$ cat config.mk
export PLATFORM = sky130hd
export DESIGN_NAME = uart_tx
export DESIGN_NICKNAME = d
export VERILOG_FILES = /design/src/rtl/uart_pkg.sv /design/src/rtl/uart_tx.sv
export SDC_FILE = /design/constraint.sdc
export NUM_CORES = 1
export LEC_CHECK = 0
export CORE_UTILIZATION = 40
export DETAILED_ROUTE_END_ITERATION = 7
export PLACE_DENSITY = 0.68
export SYNTH_ARGS = -nofsm -noshare
export SYNTH_HDL_FRONTEND = slang
export SYNTH_SLANG_ARGS = --single-unit
$ cat constraint.sdc
create_clock -name clk -period 1.9 [get_ports clk]
set_input_delay 0.19 -clock clk [delete_from_list [all_inputs] [get_ports clk]]
set_output_delay 0.19 -clock clk [all_outputs]
set_load 0.03 [all_outputs]
$ cat src/rtl/uart_pkg.sv
// Shared UART definitions: FSM state encoding, oversampling ratio and parity helper.
// Used by both the transmitter and the receiver.
package uart_pkg;

  localparam int OVERSAMPLE = 16;

  typedef enum logic [2:0] {
    IDLE,
    START,
    DATA,
    PARITY,
    STOP
  } uart_state_e;

  // Narrower data words are zero-extended by the caller; this leaves the XOR unchanged.
  function automatic logic parity_of(input logic [7:0] data, input logic odd);
    return (^data) ^ odd;
  endfunction

endpackage

$ cat src/rtl/uart_tx.sv
// UART transmitter: 16x oversampled framing with a one-entry holding buffer
// for back-to-back frames and optional parity.
module uart_tx
  import uart_pkg::*;
#(
  parameter int DBIT       = 8,
  parameter int SB_TICK    = 16,
  parameter int PARITY_EN  = 0,
  parameter int PARITY_ODD = 0
) (
  input  logic            clk,
  input  logic            reset_n,
  input  logic            s_tick,
  input  logic            tx_start,
  input  logic [DBIT-1:0] tx_din,
  output logic            tx_ready,
  output logic            tx,
  output logic            tx_busy,
  output logic            tx_done_tick
);

  // Bit periods use the low 4 bits; the counter widens only when a long stop bit needs it.
  localparam int TICK_W = (SB_TICK > OVERSAMPLE) ? $clog2(SB_TICK) : $clog2(OVERSAMPLE);
  localparam int BIT_W  = (DBIT > 1) ? $clog2(DBIT) : 1;
  localparam logic [TICK_W-1:0] BIT_LAST  = TICK_W'(OVERSAMPLE - 1);
  localparam logic [TICK_W-1:0] STOP_LAST = TICK_W'(SB_TICK - 1);
  localparam logic [BIT_W-1:0]  DBIT_LAST = BIT_W'(DBIT - 1);
  localparam logic              PAR_ODD   = (PARITY_ODD != 0);

  uart_state_e       state_q;
  logic [TICK_W-1:0] tick_q;
  logic [BIT_W-1:0]  bit_q;
  logic [DBIT-1:0]   shreg_q;
  logic [DBIT-1:0]   buf_q;
  logic              buf_full_q;
  logic              parity_q;
  logic              tx_q;
  logic              done_q;

  logic              accept;
  logic              stop_end;
  logic [DBIT-1:0]   load_d;
  logic              parity_d;

  assign accept   = tx_start && !buf_full_q;
  assign stop_end = (state_q == STOP) && s_tick && (tick_q == STOP_LAST);
  // A buffered byte always wins; otherwise a request arriving right now is loaded directly.
  assign load_d   = buf_full_q ? buf_q : tx_din;
  assign parity_d = parity_of(8'(load_d), PAR_ODD);

  always_ff @(posedge clk) begin
    if (!reset_n) begin
      state_q    <= IDLE;
      tick_q     <= '0;
      bit_q      <= '0;
      shreg_q    <= '0;
      buf_q      <= '0;
      buf_full_q <= 1'b0;
      parity_q   <= 1'b0;
      tx_q       <= 1'b1;
      done_q     <= 1'b0;
    end else begin
      done_q <= 1'b0;
      if (accept && (state_q != IDLE) && !stop_end) begin
        buf_q      <= tx_din;
        buf_full_q <= 1'b1;
      end
      unique case (state_q)
        IDLE: begin
          if (accept) begin
            shreg_q  <= tx_din;
            parity_q <= parity_d;
            tick_q   <= '0;
            tx_q     <= 1'b0;
            state_q  <= START;
          end
        end
        START: begin
          if (s_tick) begin
            if (tick_q == BIT_LAST) begin
              tick_q  <= '0;
              bit_q   <= '0;
              tx_q    <= shreg_q[0];
              state_q <= DATA;
            end else begin
              tick_q <= tick_q + 1'b1;
            end
          end
        end
        DATA: begin
          if (s_tick) begin
            if (tick_q == BIT_LAST) begin
              tick_q  <= '0;
              shreg_q <= shreg_q >> 1;
              if (bit_q == DBIT_LAST) begin
                if (PARITY_EN != 0) begin
                  tx_q    <= parity_q;
                  state_q <= PARITY;
                end else begin
                  tx_q    <= 1'b1;
                  state_q <= STOP;
                end
              end else begin
                bit_q <= bit_q + 1'b1;
                tx_q  <= shreg_q[1];
              end
            end else begin
              tick_q <= tick_q + 1'b1;
            end
          end
        end
        PARITY: begin
          if (s_tick) begin
            if (tick_q == BIT_LAST) begin
              tick_q  <= '0;
              tx_q    <= 1'b1;
              state_q <= STOP;
            end else begin
              tick_q <= tick_q + 1'b1;
            end
          end
        end
        STOP: begin
          if (s_tick) begin
            if (tick_q == STOP_LAST) begin
              tick_q <= '0;
              done_q <= 1'b1;
              // Chain straight into the next start bit so no idle-high gap appears.
              if (buf_full_q || accept) begin
                shreg_q    <= load_d;
                parity_q   <= parity_d;
                buf_full_q <= 1'b0;
                tx_q       <= 1'b0;
                state_q    <= START;
              end else begin
                state_q <= IDLE;
              end
            end else begin
              tick_q <= tick_q + 1'b1;
            end
          end
        end
        default: state_q <= IDLE;
      endcase
    end
  end

  assign tx_ready     = !buf_full_q;
  assign tx           = tx_q;
  assign tx_busy      = (state_q != IDLE);
  assign tx_done_tick = done_q;

endmodule

==> flow_summary_export.csv, run 1 <==
group,metric,value,unit
cts,numCtsBuffers,5,
sta,slew_headroom,0.6762,
logic_synthesis,synth_ff_type,"dfxtp_1",
worst_setup_path,startpoint_type,"flop",
die,die_x,64.31,um
worst_setup_path,cp_slowest_stage_delay,0.35,ns
die,core_area,0.003689,mm^2
detailed_routing,wirelength,3900,um
layout,num_antenna_cells,0,
power_and_ir_drop,leakage,0.6702,nW
sta,finalCritPeriodShare,0.9418,
grt,grt_pass1_wl,6693,um
die,fp-row-count,22,
sta,post-route-min-period,1.789,ns
logic_synthesis,async_reset_ff_frac,0,
layout,area_growth_syn_to_layout,23.05,%
cts,clock-root-buffer,"clkbuf_8",
worst_hold_path,min_path_type,"flop to flop",
worst_setup_path,crit_type,"flop to flop",
logic_synthesis,synth-seq-cells,29,
logic_synthesis,syn-num-nets,195,
grt,grt_antenna_before_repair,0,
power_and_ir_drop,p_per_area,734.2,mW/mm^2
worst_hold_path,whs_path_depth,2,
placed_design,place_hpwl,2746,um
worst_setup_path,crit_slowest_cell,"or3b_1",
die,initial_core_util,0.4210,
logic_synthesis,netlist_top_cells_area,"dfxtp_1 37%, a311oi_2 6.8%, a21oi_1 5.5%",
cts,htreeDepth,2,
detailed_routing,drt_iter0_markers,113,
grt,grt_pass1_vias,1509,
layout,nets,221,
logic_synthesis,syn_area,0.001553,mm^2
sta,final-hold-violation-count,0,
logic_synthesis,post-synth-top-area-cell,"dfxtp_1",
power_and_ir_drop,power,1.403,mW
placed_design,routabilityCongestion,0.7974,
logic_synthesis,yosys_warnings,0,
grt,track_usage,0.2108,
worst_setup_path,crit_path_cell_trace,"ha_1 > ha_1 > or3b_1 > a211o_1 > a22oi_1 > nor2_1",
placed_design,postPlaceCellArea,0.001821,mm^2
run_status,outcome,"finished clean",
grt,top_usage_layer,"met2",
logic_synthesis,synth_most_common_cell,"dfxtp_1",
job,maxCapViolCount,0,
worst_setup_path,critPathCaptureType,"flop",
cts,clk_transition_reported_paths,0.07,ns
logic_synthesis,synth_edf_count,0,
sta,drv_slew,0,
placed_design,place_ws,-0.009902,ns
logic_synthesis,yosysUniqueCellTypes,49,
detailed_routing,vias,1521,
grt,grt_use_met3,0.06607,
worst_setup_path,r2r_cells,6,
sta,max_freq,558.9,MHz
layout,final_cell_area,0.001911,mm^2
sta,clock_skew,0.01075,ns
die,fp.dieH,64.31,um
worst_setup_path,cp_common_cell,"ha_1",
die,die_area,0.004135,mm^2
logic_synthesis,synth-seq-area-share,0.3739,
detailed_routing,first_pass_iters,4,
grt,grt_max_degree,27,
grt,grtUsageMet2,0.3526,
logic_synthesis,avgSynthCellArea,8.626,um^2
logic_synthesis,synth_top_area_share,0.3739,
layout,post-route-util,0.5180,
detailed_routing,wire_per_inst,15.29,um
sta,tightest_slew,0.4840,ns
detailed_routing,drtAntennaViolNets,0,
cts,cts_sinks,29,
layout,drive_gt1_frac,0.1932,
sta,setup_slack,0.1106,ns
worst_setup_path,crit_required,2.06,ns
die,io_pins,16,
cts,cts_tree,"done",
cts,cts_buffer_depth,2,
worst_setup_path,worstPathArrival,1.95,ns
sta,setup_viol,0,
placed_design,numPortBuffers,15,
grt,gr-usage-met1,0.2374,
cts,clock_latency,0.29,ns
sta,tns,0,ns
grt,gr-total-overflow,0,
worst_setup_path,critPathMaxFanout,4,
detailed_routing,drc,0,
power_and_ir_drop,vdd_drop_max,480.9,uV
logic_synthesis,ys_top_cells_by_count,"29 x dfxtp_1, 17 x a21oi_1, 15 x o21ai_0, 14 x nand3_1, 13 x nor3_1",
logic_synthesis,synth_cells,180,
detailed_routing,viasPerCell,5.965,
## worst max-delay path, delay by kind of cell, from the launching register on
kind / cells / cell delay, ns
AO/OA/AOI/OAI: 2 / 0.52
adder cells (fa/ha/maj): 2 / 0.41
AND/OR/NAND/NOR: 2 / 0.41
flip-flops: 1 / 0.33
## cell type report
class                      instances  area (um^2)
fill                             348         1778
multi-input combinational        133        889.6
sequential                        29        583.1
timing repair buffer              31        269.0
clock buffer                       5        68.82
tap                               48        60.06
inverter                           6        22.52
clock inverter                     3        17.52
## what timing repair did
item                                    4_1_cts  5_1_grt
endpoints found under the setup margin        1        8
gates cloned                                  0        0
hold buffers                                  0        0
buffers inserted                              0        0
gates resized for setup                       3        1
hold endpoints to repair                      0        0
## logic make-up after synthesis
kind of cell	after synthesis	synth area share
xor+xnor	1	0.005642
flops	29	0.3739
compound gates	67	0.3183
buf+inv	18	0.05479
fa+ha+maj	3	0.02418
mux	1	0.006447
simple gates	61	0.2168
## layer usage
metal  up-vias  share of wire
met5         -              0
met4         0          0.022
met3         9          0.050
met2        39           0.49
met1       740           0.43
li1        733              -
## power breakdown
group | internal [mW] | total (mW) | switching [mW]
Clock | 0.252 | 0.500 | 0.248
Sequential | 0.640 | 0.668 | 0.0279
Combinational | 0.112 | 0.234 | 0.123
## flip-flops by register name, indices dropped and copies added, names as in the netlist
| register | flops |
|---|---|
| bit_q | 3 |
| buf_full_q | 1 |
| buf_q | 8 |
| shreg_q | 8 |
| state_q | 3 |
| tick_q | 4 |
| tx | 1 |
| tx_done_tick | 1 |
## stage by stage
step / instances / hold slack, ns
after floorplan: 180 / 0.2887
after global placement: 247 / 0.4665
after detailed placement: 247 / 0.4743
after CTS: 255 / 0.4877
after global routing: 255 / 0.5203
final: 255 / 0.4879
## worst paths after layout
check	from	end	slack, ns
setup / recovery	bit_q[0]$_SDFFE_PN0P_	bit_q[2]$_SDFFE_PN0P_	0.11
hold / removal	buf_q[4]$_SDFFE_PN0P_	buf_q[4]$_SDFFE_PN0P_	0.49
setup reg to reg	bit_q[0]$_SDFFE_PN0P_	bit_q[2]$_SDFFE_PN0P_	0.11
hold reg to reg	buf_q[4]$_SDFFE_PN0P_	buf_q[4]$_SDFFE_PN0P_	0.49
## cell usage in the layout, fill, tap and decap left out, types with 2 or more instances in the layout
cell type / count
a21oi_1: 17
a22oi_1: 9
a311oi_2: 7
buf_4: 16
clkbuf_8: 5
clkdlybuf4s50_1: 14
clkinv_2: 2
dfxtp_1: 27
dfxtp_2: 2
ha_1: 3
inv_1: 5
nand2_1: 9
nand2b_1: 2
nand3_1: 14
nand4_1: 2
nor2_1: 8
nor3_1: 13
o211ai_1: 3
o21a_1: 2
o21ai_0: 15
o21ai_1: 2
No activity file was read; power rests on OpenSTA's default activity.
==> run 2, diff against run 1 <==
--- a/config.mk
+++ b/config.mk
@@ -5,6 +5,7 @@
 export SDC_FILE = /design/constraint.sdc
 export NUM_CORES = 1
 export LEC_CHECK = 0
+export CAP_MARGIN = 30
 export CORE_UTILIZATION = 40
 export DETAILED_ROUTE_END_ITERATION = 7
 export PLACE_DENSITY = 0.68
==> results of run 2 <==
The final DEF is identical to that of run 1; final timing and power are the same.
==> run 3, diff against run 2 <==
--- a/config.mk
+++ b/config.mk
@@ -5,6 +5,7 @@
 export SDC_FILE = /design/constraint.sdc
 export NUM_CORES = 1
 export LEC_CHECK = 0
+export ABC_CLOCK_PERIOD_IN_PS = 1900
 export CAP_MARGIN = 30
 export CORE_UTILIZATION = 40
 export DETAILED_ROUTE_END_ITERATION = 7
==> constraint.sdc (replaced) <==
create_clock -name clk -period 1.9 [get_ports clk]
set_input_delay 0.38 -clock clk [delete_from_list [all_inputs] [get_ports clk]]
set_output_delay 0.38 -clock clk [all_outputs]
set_load 0.03 [all_outputs]
==> flow_summary_export.csv, run 3 (synthesis results as in run 1) <==
group,metric,value,unit
run_status,outcome,"finished clean",
detailed_routing,vias,1551,
cts,clock-root-buffer,"clkbuf_8",
die,fp-row-count,22,
power_and_ir_drop,share_comb_of_total_power,0.181,
placed_design,postPlaceCellArea,0.001858,mm^2
sta,slew_headroom,0.6237,
die,die_x,64.31,um
worst_setup_path,worstPathArrival,1.99,ns
layout,final_cell_area,0.001962,mm^2
grt,gr-total-overflow,0,
power_and_ir_drop,p_per_area,716.8,mW/mm^2
layout,nets,226,
sta,timing.hold.ws,0.4867,ns
layout,instances_no_fill,260,
sta,clock_skew,0.006455,ns
cts,cts_sinks,29,
sta,post-route-min-period,1.791,ns
power_and_ir_drop,power_frac_clock,0.349,
power_and_ir_drop,p_switching,0.3956,mW
job,maxCapViolCount,0,
power_and_ir_drop,leakage,0.6925,nW
power_and_ir_drop,p_seq_frac,0.470,
sta,final-hold-violation-count,0,
worst_setup_path,crit_path_cell_trace,"clkdlybuf4s50_1 > nand4_1 > nor4_4 > buf_4 > nor3_1 > a311oi_2",
placed_design,place_hpwl,2836,um
worst_setup_path,cp_slowest_stage_delay,0.56,ns
worst_setup_path,startpoint_type,"primary input",
sta,setup_viol,0,
detailed_routing,viasPerCell,5.965,
power_and_ir_drop,p_int,1.011,mW
layout,num_antenna_cells,0,
placed_design,numPlacedInstances,252,
layout,final_common_cell,"dfxtp_1",
sta,finalCritPeriodShare,0.9428,
grt,grt_pass1_wl,7010,um
cts,postCtsSetupBuffers,0,
layout,layout_common_cells,"29 x dfxtp_1, 21 x buf_4, 17 x a21oi_1, 15 x o21ai_0",
sta,max_freq,558.3,MHz
cts,clk_transition_reported_paths,0.07,ns
cts,numCtsBuffers,5,
grt,grt_antenna_before_repair,0,
placed_design,numPortBuffers,15,
worst_setup_path,r2r_slack,0.12,ns
detailed_routing,drtAntennaViolNets,0,
die,fp.dieH,64.31,um
sta,drv_slew,0,
die,initial_core_util,0.4210,
power_and_ir_drop,sw_frac_of_total,0.2813,
layout,reg_top3,"buf_q (8), shreg_q (8), tick_q (4)",
worst_setup_path,critPathCaptureType,"flop",
cts,clock_latency,0.28,ns
layout,area_growth_syn_to_layout,26.35,%
die,core_area,0.003689,mm^2
worst_hold_path,min_path_type,"flop to flop",
detailed_routing,wire_per_inst,15.59,um
grt,grt_max_degree,27,
worst_setup_path,critPathMaxFanout,8,
detailed_routing,wirelength,4054,um
detailed_routing,drt_iter0_markers,151,
die,io_pins,16,
worst_setup_path,crit_required,2.10,ns
detailed_routing,first_pass_iters,4,
cts,htreeDepth,2,
layout,drive_gt1_frac,0.2123,
detailed_routing,drc,0,
cts,cts_buffer_depth,2,
grt,track_usage,0.2203,
grt,grt_pass1_vias,1593,
power_and_ir_drop,vdd_drop_max,286.9,uV
cts,cts_tree,"done",
die,die_area,0.004135,mm^2
sta,rsz0062_at_grt,"false",
layout,fillers,341,
placed_design,routabilityCongestion,0.8340,
worst_setup_path,crit_slowest_cell,"clkdlybuf4s50_1",
worst_setup_path,crit_type,"primary input to flop",
sta,tightest_slew,0.5624,ns
==> run 3: what timing repair did <==
item / CTS / global route
resized for setup: 2 / 3
hold buffers: 0 / 0
pin swaps: 0 / 1
gates cloned: 0 / 0
endpoints found under the setup margin: 7 / 3
==> run 3: per-stage QoR <==
step           utilization  setup TNS [ns]  setup WS (ns)  total power [mW]
6_report            0.5319               0         0.1087             1.406
3_3_place_gp        0.5037          -1.473        -0.1788            0.9126
3_5_place_dp        0.5037          -2.727        -0.2645            0.9232
4_1_cts             0.5275               0        0.08570             1.410
5_1_grt             0.5319               0        0.01298             1.470
2_1_floorplan            -               0         0.1379            0.8242
==> run 3: final cells by class <==
type / instances / area [um^2] / area share
multi-input combinational: 133 / 905.9 / 0.4617
clock buffer: 5 / 68.82 / 0.03508
clock inverter: 3 / 17.52 / 0.008929
sequential: 29 / 580.6 / 0.2959
tap: 48 / 60.06 / 0.03061
timing repair buffer: 36 / 306.5 / 0.1563
inverter: 6 / 22.52 / 0.01148
==> run 3: critical path: cells and delay by family <==
family	cells	cell delay (ns)
AND/OR/NAND/NOR	3	0.59
AO/OA/AOI/OAI	1	0.24
buffers and inverters	2	0.78
==> run 3: worst paths after layout <==
kind | from | end | cells after the start
setup / recovery | s_tick | shreg_q[1]$_SDFFE_PN0P_ | 6
hold / removal | buf_q[6]$_SDFFE_PN0P_ | buf_q[6]$_SDFFE_PN0P_ | 2
setup reg to reg | bit_q[0]$_SDFFE_PN0P_ | bit_q[1]$_SDFFE_PN0P_ | 6
hold reg to reg | buf_q[6]$_SDFFE_PN0P_ | buf_q[6]$_SDFFE_PN0P_ | 2
==> run 3: routing by layer <==
layer | GRT usage | up-vias | part of all wire | wire (um)
li1 | - | 742 | - | -
met1 | 0.2694 | 748 | 0.45 | 1813
met2 | 0.3566 | 49 | 0.49 | 1973
met3 | 0.04643 | 12 | 0.039 | 159
met4 | 0.1222 | 0 | 0.027 | 108
met5 | 0 | - | 0 | 0
==> run 3: power groups by stage <==
stage	Clock [mW]	Sequential [mW]	Combinational, mW
final	0.491	0.660	0.255
after global routing	0.530	0.664	0.276
after detailed placement	0	0.673	0.250
after floorplan	0	0.673	0.151
after CTS	0.498	0.660	0.252
after global placement	0	0.672	0.241
==> RTL edit 1, RTL diff (config.mk and constraints of run 3) <==
The parameter `PARITY_EN` goes from 0 to 1.
--- a/src/rtl/uart_tx.sv
+++ b/src/rtl/uart_tx.sv
@@ -7,3 +7,3 @@
   parameter int SB_TICK    = 16,
-  parameter int PARITY_EN  = 0,
+  parameter int PARITY_EN  = 1,
   parameter int PARITY_ODD = 0
Function: no difference found for any inputs over 10 cycles, from zero or initial values and one cycle with reset_n low; that may be too few to reach the edited logic, so the function may still have changed.
==> RTL edit 1 against run 3 <==
  * Cell count rose by 8.5%
  * Die area is 9.0% higher
  * Setup slack worse by 0.045 ns
  * Design area is 13% higher
  * Via count grew 1.4%
  * Total power rose by 12%
  * Routed wire length decreased by 2.2%
  * Clock skew shrank 0.00096 ns
  * Area after synthesis rose by 9.3%
  * Sequential power is 5.0% higher
  * Non-clock buffer count rose by 7
  * Register-to-register slack about the same
  * Sequential cell count rose by 1
  * Critical endpoint is now shreg_q[6]
==> RTL edit 1: results (changes against run 3) <==
- The run finished with clean final reports.
- The number of global-route vias before repair came to 1401 (-12%).
- Share of cell area taken by flip-flops and latches: 27.0% (-2.6 points)
- #MultiIn Comb: 147 (+11%)
- Most frequent cells after synthesis: dfxtp_1 (30), nor2_1 (21), nand2_1 (14)
- Post-synthesis sequential area ratio: 35.4% (-2.0 points)
- Data-path buffer share of cell area in the final layout: 18.2% (+2.5 points)
* Total CTS buffers: 5 (unchanged)
* Cell area after placement: 2050 sq um (+11%)
- The clock network area share is 4.10% (-0.30 points).
- Nets in the synthesized netlist: 212 (+8.7%)
- The maximum clock skew at final layout was 0.00550 ns (-0.000958 ns).
- Core box area: 4030 sq um (+9.2%)
* Transition time at the pin with the least slew margin: 0.566 ns (+0.00366 ns)
- The half-perimeter wire length after placement was 2680 um (-5.5%).
- The share of final-layout standard cells stronger than drive strength 1 came to 22.4% (+1.2 points).
- Maximum number of pins on one net before global-route repair: 23 (-15%)
- Number of antenna violations at the first check in global routing: 0 (unchanged)
* Largest cells by area after synthesis: dfxtp_1 (35%), mux2i_1 (7.7%), nor2_1 (4.6%)
- The met3 wirelength from detailed routing came to 105 um (-34%).
* Post-CTS Resized: 1 (-1)
- The first-pass GRT wire length is 6330 um (-9.6%).
* Number of nets in the layout: 246 (+8.8%)
- Termination of the worst setup path: shreg_q[6]
- The data arrival at the endpoint of the critical path was 2.03 ns (+0.04 ns).
- Routability congestion estimate: 0.792 (-5.1%)
* Initial detailed-routing violation count: 68 (-55%)
- GR met2 Demand/Resource: 29.8% (-5.9 points)
* Via-per-instance ratio: 5.58 (-6.5%)
- Leakage power total: 0.875 nW (+26%)
- Wire length the detailed router placed on met1: 1860 um (+2.8%)
- The number of H-tree levels is 2 (unchanged).
- Number of non-clock inverters: 4 (-2)
* Count of clock buffers in the final design: 7 (+2)
* Count of plain and timing-repair buffers in the layout: 43 (+19%)
- The global-route met3 utilization came to 4.11% (-0.53 points).
* Reg2Reg Launch Point: tick_q[0]
- Largest regs: buf_q x8, shreg_q x8, tick_q x4
- Proportion of cell area occupied by multi-input gates: 47.3% (+1.1 points)
* Total net switching power: 440 uW (+11%)
* Worst Hold Path EP: bit_q[1]
- The number of fill cells came to 379 (+11%).
- Worst vdd ir: 434 uV (+51%)
- The post-synthesis sequential element count is 30 (+3.4%).
* Wire length per cell: 14.1 um (-9.8%)
- The count of cell types in the netlist came to 43 (-12%).
* GRT Resource Usage Total: 18.7% (-3.3 points)
- In this run the most critical hold path is launched from bit_q[1].
- Cell depth of the worst min-delay path: 2 (unchanged)
- The depth of the most critical reg-to-reg path is 8 (+2).
* WL met2: 1930 um (-2.4%)
- Max incr delay on CP: 0.49 ns (-0.07 ns)
* Global routing met1 resource utilization: 24.1% (-2.8 points)
==> RTL edit 1: cells by family after synthesis <==
kind of cell / after synthesis / share of synthesized area, %
compound gates: 45 / 20.5
xor+xnor: 12 / 6.19
fa+ha+maj: 3 / 2.21
buf+inv: 20 / 5.68
flops: 30 / 35.4
mux: 14 / 8.33
simple gates: 73 / 21.7
==> RTL edit 1: per-stage QoR <==
stage	hold WS, ns	setup slack [ns]	TNS (ns)	utilization [%]	std cells
finish	0.473	0.0642	0	55.2	282
global route	0.497	-0.00633	-0.00966	55.2	282
CTS	0.476	0.0202	0	53.3	281
detailed placement	0.464	-0.351	-5.16	51.0	273
global placement	0.459	-0.362	-4.96	51.0	273
floorplan	0.450	0.180	0	-	197
==> RTL edit 1: power groups by stage <==
stage	Clock [mW]	Sequential, mW	Combinational, mW
detailed placement	0	0.705	0.318
global placement	0	0.705	0.314
global route	0.564	0.697	0.382
finish	0.535	0.693	0.350
floorplan	0	0.704	0.199
CTS	0.542	0.692	0.321
==> RTL edit 2, RTL diff (flow settings as in run 3) <==
Without the edit above. Encoding of `uart_state_e`: now Gray code (3 bits for 5 states).
--- a/src/rtl/uart_pkg.sv
+++ b/src/rtl/uart_pkg.sv
@@ -7,7 +7,7 @@
   typedef enum logic [2:0] {
-    IDLE,
-    START,
-    DATA,
-    PARITY,
-    STOP
+    IDLE   = 3'b000,
+    START  = 3'b001,
+    DATA   = 3'b011,
+    PARITY = 3'b010,
+    STOP   = 3'b110
   } uart_state_e;
Check against the original RTL: no difference found for any inputs over 10 cycles, from zero or initial values and one cycle with reset_n low; not proved beyond that.
==> RTL edit 2 against run 3 <==
  * Setup slack better by 0.033 ns
  * Critical path type is now flip-flop to output pin
  * Largest power group unchanged
  * Total power is 20% higher
  * Critical endpoint is now tx_ready
  * Sequential cell count unchanged
  * Routed wire length fell by 3.2%
  * Design area up 6.5%
  * Highest routed layer unchanged
  * Area after synthesis grew 12%
  * Clock power up 14%
  * Die area rose by 11%
  * First-iteration DRC count shrank 31%
==> RTL edit 2: results (changes against run 3) <==
* Run status: completed
* Number of global-route vias before repair: 1381 (-13%)
* Post-route setup slack: 0.142 ns (+0.0330 ns)
* Worst slack after detailed placement: -0.0130 ns (+0.252 ns)
* Internal Pwr Total: 1.19 mW (+17%)
- The maximum clock skew at final layout came to 0.00513 ns (-0.00133 ns).
* Gate count of the mapped netlist: 202 (+12%)
- The share of final-layout standard cells stronger than drive strength 1 is 15.8% (-5.4 points).
- The power dissipated in the clock network is 561 uW (+14%).
- Share of the synthesized area in compound gates (AO/OA/AOI/OAI): 28.8% (-3.0 points)
* Filler instances: 395 (+16%)
- The maximum vdd ir drop is 544 uV (+90%).
* Setup slack of the worst register-to-register path: 0.18 ns (+0.06 ns)
* Cell area after placement: 1990 sq um (+7.0%)
- The mean number of vias per cell was 5.66 (-5.1%).
- Multiplexer fraction of the synthesized cell area: 5.19% (+4.5 points)
- The data arrival at the endpoint of the critical path was 1.38 ns (-0.61 ns).
- GRT Resource Usage Total: 18.8% (-3.3 points)
* Post-synthesis sequential area ratio: 33.5% (-3.9 points)
- Leakage power total: 0.790 nW (+14%)
- Largest cells by area after synthesis: dfxtp_1 (33%), mux2i_1 (5.2%), a21oi_1 (4.6%)
* Routability congestion estimate: 0.802 (-3.9%)
- Maximum number of pins on one net before global-route repair: 24 (-11%)
- The flip-flop and latch power was 722 uW (+9.4%).
* Launching element of the worst setup path: buf_full_q
* Share of total power in sequential cells: 42.8% (-4.2 points)
* Post-synthesis adder-cell area fraction: 2.16% (-0.25 points)
- Worst hold slack across all endpoints: 0.462 ns (-0.0252 ns)
- Drt total wl: 3920 um (-3.2%)
- Post-CTS Resized: 0 (-2)
- The average wire per cell in the routed design came to 14.1 um (-9.5%).
* First-pass GRT wire length: 6430 um (-8.3%)
- Post-synthesis cell type count: 51 (+4.1%)
- The commonest cells after synthesis are dfxtp_1 (29), a21oi_1 (16), nand2_1 (16).
- Global routing met1 resource utilization: 25.6% (-1.3 points)
- Total power per unit cell area: 807 nW/um^2 (+13%)
- Initial detailed-routing violation count: 104 (-31%)
## RTL edit 2: area by class of cell
class / count / area share [%]
clock buffer: 7 / 4.61
sequential: 29 / 27.8
clock inverter: 1 / 0.240
timing repair buffer: 32 / 13.2
multi-input combinational: 155 / 50.5
inverter: 4 / 0.719
tap: 50 / 2.99
## RTL edit 2: routing by layer
layer,vias to the layer above,share of wire [%],routed length (um)
met5,-,0,0
met4,0,0.84,33
met3,2,3.1,121
met1,739,50,1960
li1,802,-,-
met2,30,46,1810
## RTL edit 2: final timing paths
path | endpoint | depth (start not counted)
worst max-delay path | tx_ready | 2
worst min-delay path | shreg_q[0] | 2
worst max register to register | shreg_q[1] | 4
worst min register to register | shreg_q[0] | 2
## RTL edit 2: worst max-delay path: stages (launching register included)
cell and delay [ns]:
dfxtp_1 0.37, inv_1 0.07, clkdlybuf4s50_1 0.66
